### config.mk
export PLATFORM = sky130hd
export DESIGN_NAME = fifo_rd_ptr_ctrl_flat
export DESIGN_NICKNAME = d
export VERILOG_FILES = /design/src/rtl/fifo_rd_ptr_ctrl_if.sv /design/src/rtl/fifo_rd_ptr_ctrl.sv /design/src/flat_wrapper.sv
export SDC_FILE = /design/constraint.sdc
export NUM_CORES = 1
export LEC_CHECK = 0
export BUFFER_PORTS_ARGS = -buffer_cell sky130_fd_sc_hd__buf_2
export CAP_MARGIN = 0
export CORE_MARGIN = 2
export CORE_UTILIZATION = 40
export DETAILED_ROUTE_END_ITERATION = 10
export SLEW_MARGIN = 0
export SYNTH_ARGS = -nofsm -noshare
export SYNTH_HDL_FRONTEND = slang
export SYNTH_SLANG_ARGS = --single-unit
### constraint.sdc
create_clock -name clk -period 2.9 [get_ports clk]
set_clock_uncertainty 0.1 [all_clocks]
set_input_delay 0.145 -clock clk [delete_from_list [all_inputs] [get_ports clk]]
set_output_delay 0.145 -clock clk [all_outputs]
set_load 0.03 [all_outputs]
### src/rtl/fifo_rd_ptr_ctrl_if.sv
// -----------------------------------------------------------------------------
// fifo_rd_ptr_ctrl_if
//   Read-side bundle of the dual-clock FIFO pointer logic. Carries the Gray
//   write pointer in from the write domain, the pop handshake, the RAM read
//   address and the status flags.
//
//   Signals
//     WrPtrGray_in   Gray write pointer from write domain (async to clk)
//     RdReq_in       pop request
//     RdEn_out       pop accepted this cycle / RAM read enable
//     RdAddr_out     binary RAM read address
//     RdPtrGray_out  registered Gray read pointer, returned to write domain
//     Empty_out      nothing visible to the read side
//     Level_out      words visible to the read side
//     Underflow_out  sticky pop-while-empty flag
//
//   Modports
//     slave  : the pointer controller
//     master : the reader / environment driving it
// -----------------------------------------------------------------------------
interface fifo_rd_ptr_ctrl_if #(
   parameter int ADDR_WIDTH = 4
);
   localparam int PTR_W = ADDR_WIDTH + 1;

   logic [PTR_W-1:0]      WrPtrGray_in;
   logic                  RdReq_in;
   logic                  RdEn_out;
   logic [ADDR_WIDTH-1:0] RdAddr_out;
   logic [PTR_W-1:0]      RdPtrGray_out;
   logic                  Empty_out;
   logic [PTR_W-1:0]      Level_out;
   logic                  Underflow_out;

   modport slave (
      input  WrPtrGray_in,
      input  RdReq_in,
      output RdEn_out,
      output RdAddr_out,
      output RdPtrGray_out,
      output Empty_out,
      output Level_out,
      output Underflow_out
   );

   modport master (
      output WrPtrGray_in,
      output RdReq_in,
      input  RdEn_out,
      input  RdAddr_out,
      input  RdPtrGray_out,
      input  Empty_out,
      input  Level_out,
      input  Underflow_out
   );
endinterface

### src/rtl/fifo_rd_ptr_ctrl.sv
// -----------------------------------------------------------------------------
// fifo_rd_ptr_ctrl
//   Read-side pointer controller of the dual-clock FIFO. Synchronises the Gray
//   write pointer into the read clock domain, decodes it to binary and derives
//   Empty/Level. Owns the binary read pointer (RAM address) and a registered
//   Gray copy of it that is handed back to the write domain.
//
//   Ports
//     clk       read-domain clock, everything on posedge
//     Clear_in  synchronous active-high clear of this side only
//     bus       fifo_rd_ptr_ctrl_if.slave (pointer in, pop handshake, status);
//               the interface ADDR_WIDTH must equal this module's ADDR_WIDTH
//
//   Parameters
//     ADDR_WIDTH   RAM address bits, depth = 2**ADDR_WIDTH
//     SYNC_STAGES  synchroniser depth on the write pointer, 2..4
// -----------------------------------------------------------------------------
module fifo_rd_ptr_ctrl #(
   parameter int ADDR_WIDTH  = 4,
   parameter int SYNC_STAGES = 2
) (
   input logic               clk,
   input logic               Clear_in,
   fifo_rd_ptr_ctrl_if.slave bus
);
   localparam int PTR_W = ADDR_WIDTH + 1;

   // Synchroniser chain: plain flops only, nothing between stages.
   logic [PTR_W-1:0] r_sync [SYNC_STAGES];
   logic [PTR_W-1:0] r_rbin;
   logic [PTR_W-1:0] r_rgray;
   logic             r_underflow;

   logic [PTR_W-1:0] w_wgray_s;
   logic [PTR_W-1:0] w_wbin_s;
   logic [PTR_W-1:0] w_rbin_nxt;
   logic             w_empty;
   logic             w_rd_en;

   assign w_wgray_s = r_sync[SYNC_STAGES-1];

   // Gray-to-binary: bit i is the XOR of all Gray bits from the MSB down to i.
   // NOTE: every bit is assigned on every pass, so no storage is inferred.
   always_comb begin
      w_wbin_s = '0;
      for (int i = 0; i < PTR_W; i++) begin
         w_wbin_s[i] = ^(w_wgray_s >> i);
      end
   end

   // The Gray pointers are compared directly: equal Gray codes mean equal
   // binary pointers, and the read side never sees a torn multi-bit value.
   assign w_empty    = (r_rgray == w_wgray_s);
   assign w_rd_en    = bus.RdReq_in & ~w_empty & ~Clear_in;
   assign w_rbin_nxt = r_rbin + 1'b1;

   // NOTE: state is updated with non-blocking assignments so every flop
   // samples the pre-edge value, which the synchroniser chain depends on.
   always_ff @(posedge clk) begin
      if (Clear_in) begin
         for (int s = 0; s < SYNC_STAGES; s++) begin
            r_sync[s] <= '0;
         end
         r_rbin      <= '0;
         r_rgray     <= '0;
         r_underflow <= 1'b0;
      end else begin
         r_sync[0] <= bus.WrPtrGray_in;
         for (int s = 1; s < SYNC_STAGES; s++) begin
            r_sync[s] <= r_sync[s-1];
         end
         if (w_rd_en) begin
            // Gray copy is registered from the same incremented value so it
            // never glitches on its way to the write domain.
            r_rbin  <= w_rbin_nxt;
            r_rgray <= w_rbin_nxt ^ (w_rbin_nxt >> 1);
         end
         // Sticky until the next clear; a refused pop leaves the pointer alone.
         if (bus.RdReq_in && w_empty) begin
            r_underflow <= 1'b1;
         end
      end
   end

   assign bus.RdEn_out      = w_rd_en;
   assign bus.RdAddr_out    = r_rbin[ADDR_WIDTH-1:0];
   assign bus.RdPtrGray_out = r_rgray;
   assign bus.Empty_out     = w_empty;
   // Modular PTR_W-bit subtraction keeps the level right across pointer wrap.
   assign bus.Level_out     = w_wbin_s - r_rbin;
   assign bus.Underflow_out = r_underflow;

endmodule

### src/flat_wrapper.sv
// flat-port wrapper written by rule: the top's interface ports become plain ports
module fifo_rd_ptr_ctrl_flat 
#(
   parameter int ADDR_WIDTH  = 4,
   parameter int SYNC_STAGES = 2
)
  (clk, Clear_in, bus_WrPtrGray_in, bus_RdReq_in, bus_RdEn_out, bus_RdAddr_out, bus_RdPtrGray_out, bus_Empty_out, bus_Level_out, bus_Underflow_out);
  fifo_rd_ptr_ctrl_if #(.ADDR_WIDTH(ADDR_WIDTH)) bus_i ();
  input logic clk;
  input logic Clear_in;
  input wire logic [$bits(bus_i.WrPtrGray_in)-1:0] bus_WrPtrGray_in;
  input wire logic [$bits(bus_i.RdReq_in)-1:0] bus_RdReq_in;
  output wire logic [$bits(bus_i.RdEn_out)-1:0] bus_RdEn_out;
  output wire logic [$bits(bus_i.RdAddr_out)-1:0] bus_RdAddr_out;
  output wire logic [$bits(bus_i.RdPtrGray_out)-1:0] bus_RdPtrGray_out;
  output wire logic [$bits(bus_i.Empty_out)-1:0] bus_Empty_out;
  output wire logic [$bits(bus_i.Level_out)-1:0] bus_Level_out;
  output wire logic [$bits(bus_i.Underflow_out)-1:0] bus_Underflow_out;
  assign bus_i.WrPtrGray_in = bus_WrPtrGray_in;
  assign bus_i.RdReq_in = bus_RdReq_in;
  assign bus_RdEn_out = bus_i.RdEn_out;
  assign bus_RdAddr_out = bus_i.RdAddr_out;
  assign bus_RdPtrGray_out = bus_i.RdPtrGray_out;
  assign bus_Empty_out = bus_i.Empty_out;
  assign bus_Level_out = bus_i.Level_out;
  assign bus_Underflow_out = bus_i.Underflow_out;
  fifo_rd_ptr_ctrl #(.ADDR_WIDTH(ADDR_WIDTH), .SYNC_STAGES(SYNC_STAGES)) u_core (.clk(clk), .Clear_in(Clear_in), .bus(bus_i));
endmodule
# [After elaboration in Yosys (flattened, before gate mapping)]
# Memory sizes are Yosys's and may differ from the RTL's.
# Index checks and enable logic that the tools add are counted.
[totals] output_inout_bits=17 ff_bits=11 mem_count=1 inputBits=8 ramBits=10
[classes] muxes=5 n_addsub=2 n_reduce_logical=6 eq_ne=1 bitwise=7
[mem_list] name="u_core.r_sync" depth=2 word_bits=5 rd=2 rd_clocked_by_memory_dff=0 write_ports=2 line_no="fifo_rd_ptr_ctrl.sv:29" source="logic [PTR_W-1:0] r_sync [SYNC_STAGES];"
[ops] cell="$reduce_xor A5 Y1" count=5
[ops] cell="$mux W5" count=2
[ops] cell="$add A5 B1 Y5 const B" count=1
[ops] cell="$eq A5 B5 Y1" count=1
[ops] cell="$sub A5 B5 Y5" count=1
[ops] cell="$xor A5 B4 Y5" count=1
[ops] cell="$mux W1" count=3
[ops] cell="$and A1 B1 Y1" count=2
[ops] cell="$not A1 Y1" count=2
[ops] cell="$or A1 B1 Y1" count=2
[ops] cell="$logic_and A1 B1 Y1" count=1

# [Logic depth before layout (Yosys ltp)]
[logic_depth] ltp_word=4 depth_mapped=10 mapped_depth_nobuf=10

# [Worst setup path before layout]
# No wires, ideal clock.
[synth_timing] path_type="register to output" start="memory u_core.r_sync[0][9] (netlist name)" end="output port bus_Level_out[4]" stages_incl_launch_ff=11 path_slack_ps=200 arrival_time_ps=2455 cell_sequence="dfxtp_1 -> xor2_1 -> xnor2_1 -> xor2_2 -> xor2_1 -> ha_1 -> fa_1 -> inv_1 -> a21o_1 -> a21oi_1 -> xnor2_1"
[synth_lines] item="start, declared" line_no="fifo_rd_ptr_ctrl.sv:29"
[synth_lines] item="end, declared" line_no="flat_wrapper.sv:17" source="output wire logic [$bits(bus_i.Level_out)-1:0] bus_Level_out;"

==> results.txt <==
gr usage total = 15.6%
Final setup viols = 0
ANT cells = 0
hpwl dp = 1620 um
CP endpoint kind = output port
Cells after Synth = 118
Critical Path RT = 2.65 ns
peak supply drop = 0.450 mV
Worst EP arrival = 2.58 ns
total congestion overflow = 0
GP Congestion = 0.825
CP peak stage delay = 0.39 ns
average size of a mapped cell = 9.20 um2
Top FF cell, synth = dfxtp_1
DR iter-0 viols = 32
area of the die = 3150 um2
CP max FO = 3
EDFF count, synth = 0
GR Util met1 = 21.5%
pre-CTS setup slack = 0.207 ns
vias per inst = 5.08
clk_lat worst skew = 0.31 ns
DR vias = 915
most frequent cells in the layout = buf_2, dfxtp_1, xnor2_1, nor2b_1, inv_1
Placed Cells = 167
Max-slew headroom = 54.4%
Tightest Hold Check Type = in2reg
crit share post-route = 97.3%
Mapped Area = 1090 um2
Synthesis Warnings = 0
initial antenna violation count = 0
final hold vios = 0
Routed WL = 2350 um
final core occ = 55.1%
met3 usage = 2.56%
Buffers on Ports = 24
GR peak layer = met2
outcome = finished clean
max-slew violation count = 0
CTS Buffer Depth = 2
Routed Antenna Nets = 0
P per Cell Area = 630 nW/um2
Worst Slack Setup Final = 0.0791 ns
most used cell along the critical path = xor2_2
Cell variety after synth = 33
vias in the first global route = 861
Total Neg Setup Slack = 0 ns
Worst-Margin Slew = 0.679 ns
Critical Path Slowest Stage Cell = dfxtp_4
syn_nets = 132
drt wl/cell = 13.0 um
Worst-path clk slew = 0.13 ns
effective utilization at floorplan = 43.1%
total core area = 2520 um2
Crit path max-delay family = XOR/XNOR gates
Hold Slack = 0.123 ns
Max Cap Violations = 0
drt pass-1 iters = 4
Clock Sinks = 20
Max Clk Rate = 354 MHz
CTS buffer count = 3
share of layout cells above drive strength 1 = 29.3%
RSZ-0062 raised after global routing = true
Worst Setup Start Kind = flop
CTS Root Cell = clkbuf_4
asr flop ratio synth = 0%
H-tree depth = 1
static leakage = 0.618 nW
# IOs = 25
Crit Path Category = reg2out
nets@finish = 165
Seq/Total Area, Yosys = 36.9%
CTS tree = yes
crit path buf inv count = 2
min cycle time layout = 2.82 ns
leading cell type in the layout, fill and taps excluded = buf_2
Cell Count, Final, Fillers Out = 180
num rows = 18
post-route DRC violation count = 0
synth-to-layout area growth = 28.0%
met2 global-route usage = 24.7%
Yosys reg bits = 20
first-pass GRT wire length = 3920 um
Die H = 56.1 um
largest net degree at the start of global routing = 24
die width = 56.1 um
Cell Chain, Critical Path = xor2_2, xnor2_2, xor2_2, xor2_1, ha_2, fa_2, inv_1, a21o_1, a21oi_2, xnor2_1, buf_4
worst min-delay path, stage by stage:
cell and delay [ns]:
buf_2 0.18, a31oi_1 0.10, nor2_1 0.07
synthesized netlist by cell type, drive strengths merged (2+ instances only):
cell type | instances | share of area (%)
ha | 5 | 5.8
o31ai | 2 | 1.4
a21oi | 5 | 2.3
clkbuf | 4 | 1.4
a21o | 2 | 1.4
nand4 | 4 | 2.3
nor2 | 7 | 2.4
inv | 9 | 3.1
nor2b | 12 | 6.9
o21ai | 2 | 0.92
mux2 | 3 | 3.1
and3 | 2 | 1.2
xor2 | 5 | 4.7
dfxtp | 20 | 37
nand2 | 6 | 2.1
mux2i | 3 | 2.8
xnor2 | 13 | 10
a21boi | 2 | 1.7
registers in the layout, indices dropped and copies added, names as in the netlist:
register                  flops
u_core.r_rbin                 4
u_core.bus.RdPtrGray_out      5
u_core.r_sync                10
u_core.bus.Underflow_out      1
final timing paths:
kind,from,endpoint,slack (ns),cells past startpoint
max,u_core.r_sync[0][9]$_SDFF_PP0_,bus_Level_out[4],0.08,11
min,bus_RdReq_in,u_core.bus.Underflow_out$_SDFFE_PP0P_,0.12,3
max reg2reg,u_core.r_rbin[0]$_SDFFE_PP0P_,u_core.bus.RdPtrGray_out[2]$_SDFFE_PP0P_,1.14,5
min reg2reg,u_core.r_sync[0][0]$_SDFF_PP0_,u_core.r_sync[0][5]$_SDFF_PP0_,0.35,1
stage by stage:
stage,area (um2),power (mW)
global placement,1220,0.616
global route,1390,0.926
finish,1390,0.875
detailed placement,1220,0.621
floorplan,1090,0.543
CTS,1350,0.866
what timing repair did:
item | in CTS | in global routing
setup endpoints to repair | 1 | 2
buffers inserted | 1 | 3
pin swaps | 2 | 6
gates resized for setup | 3 | 8
endpoints found under the hold margin | 5 | 0
hold buffers | 5 | 0
final cells by class:
class | instances | area [um2]
multi-input cells | 83 | 652
flip-flops and latches | 20 | 405
repair buffers | 33 | 205
clock inverters | 1 | 30.0
fillers | 234 | 1130
well taps | 30 | 37.5
inverters | 10 | 37.5
clock buffers | 3 | 22.5
report_power, final:
| group | internal [mW] | total [mW] | switching [mW] |
|---|---|---|---|
| sequential | 0.293 | 0.316 | 0.0222 |
| clock | 0.140 | 0.233 | 0.0938 |
| combinational | 0.128 | 0.326 | 0.199 |
| total | 0.561 | 0.875 | 0.315 |
kinds of logic (layout without fill, tap and decap cells):
logic type / count (synthesis) / count (layout) / synth area share (%)
simple gates: 33 / 33 / 16.4
mux: 6 / 6 / 5.88
compound gates: 20 / 20 / 12.8
flops: 20 / 20 / 36.9
buf+inv: 15 / 47 / 5.30
fa+ha+maj: 6 / 6 / 7.60
xor+xnor: 18 / 18 / 15.2
metal layers:
| layer | share of wire, % | up-vias |
|---|---|---|
| met2 | 47 | 42 |
| met1 | 45 | 411 |
| met5 | 0 | - |
| met3 | 7.5 | 2 |
| met4 | 0.43 | 0 |
| li1 | - | 460 |
(Power assumes the default switching activity.)
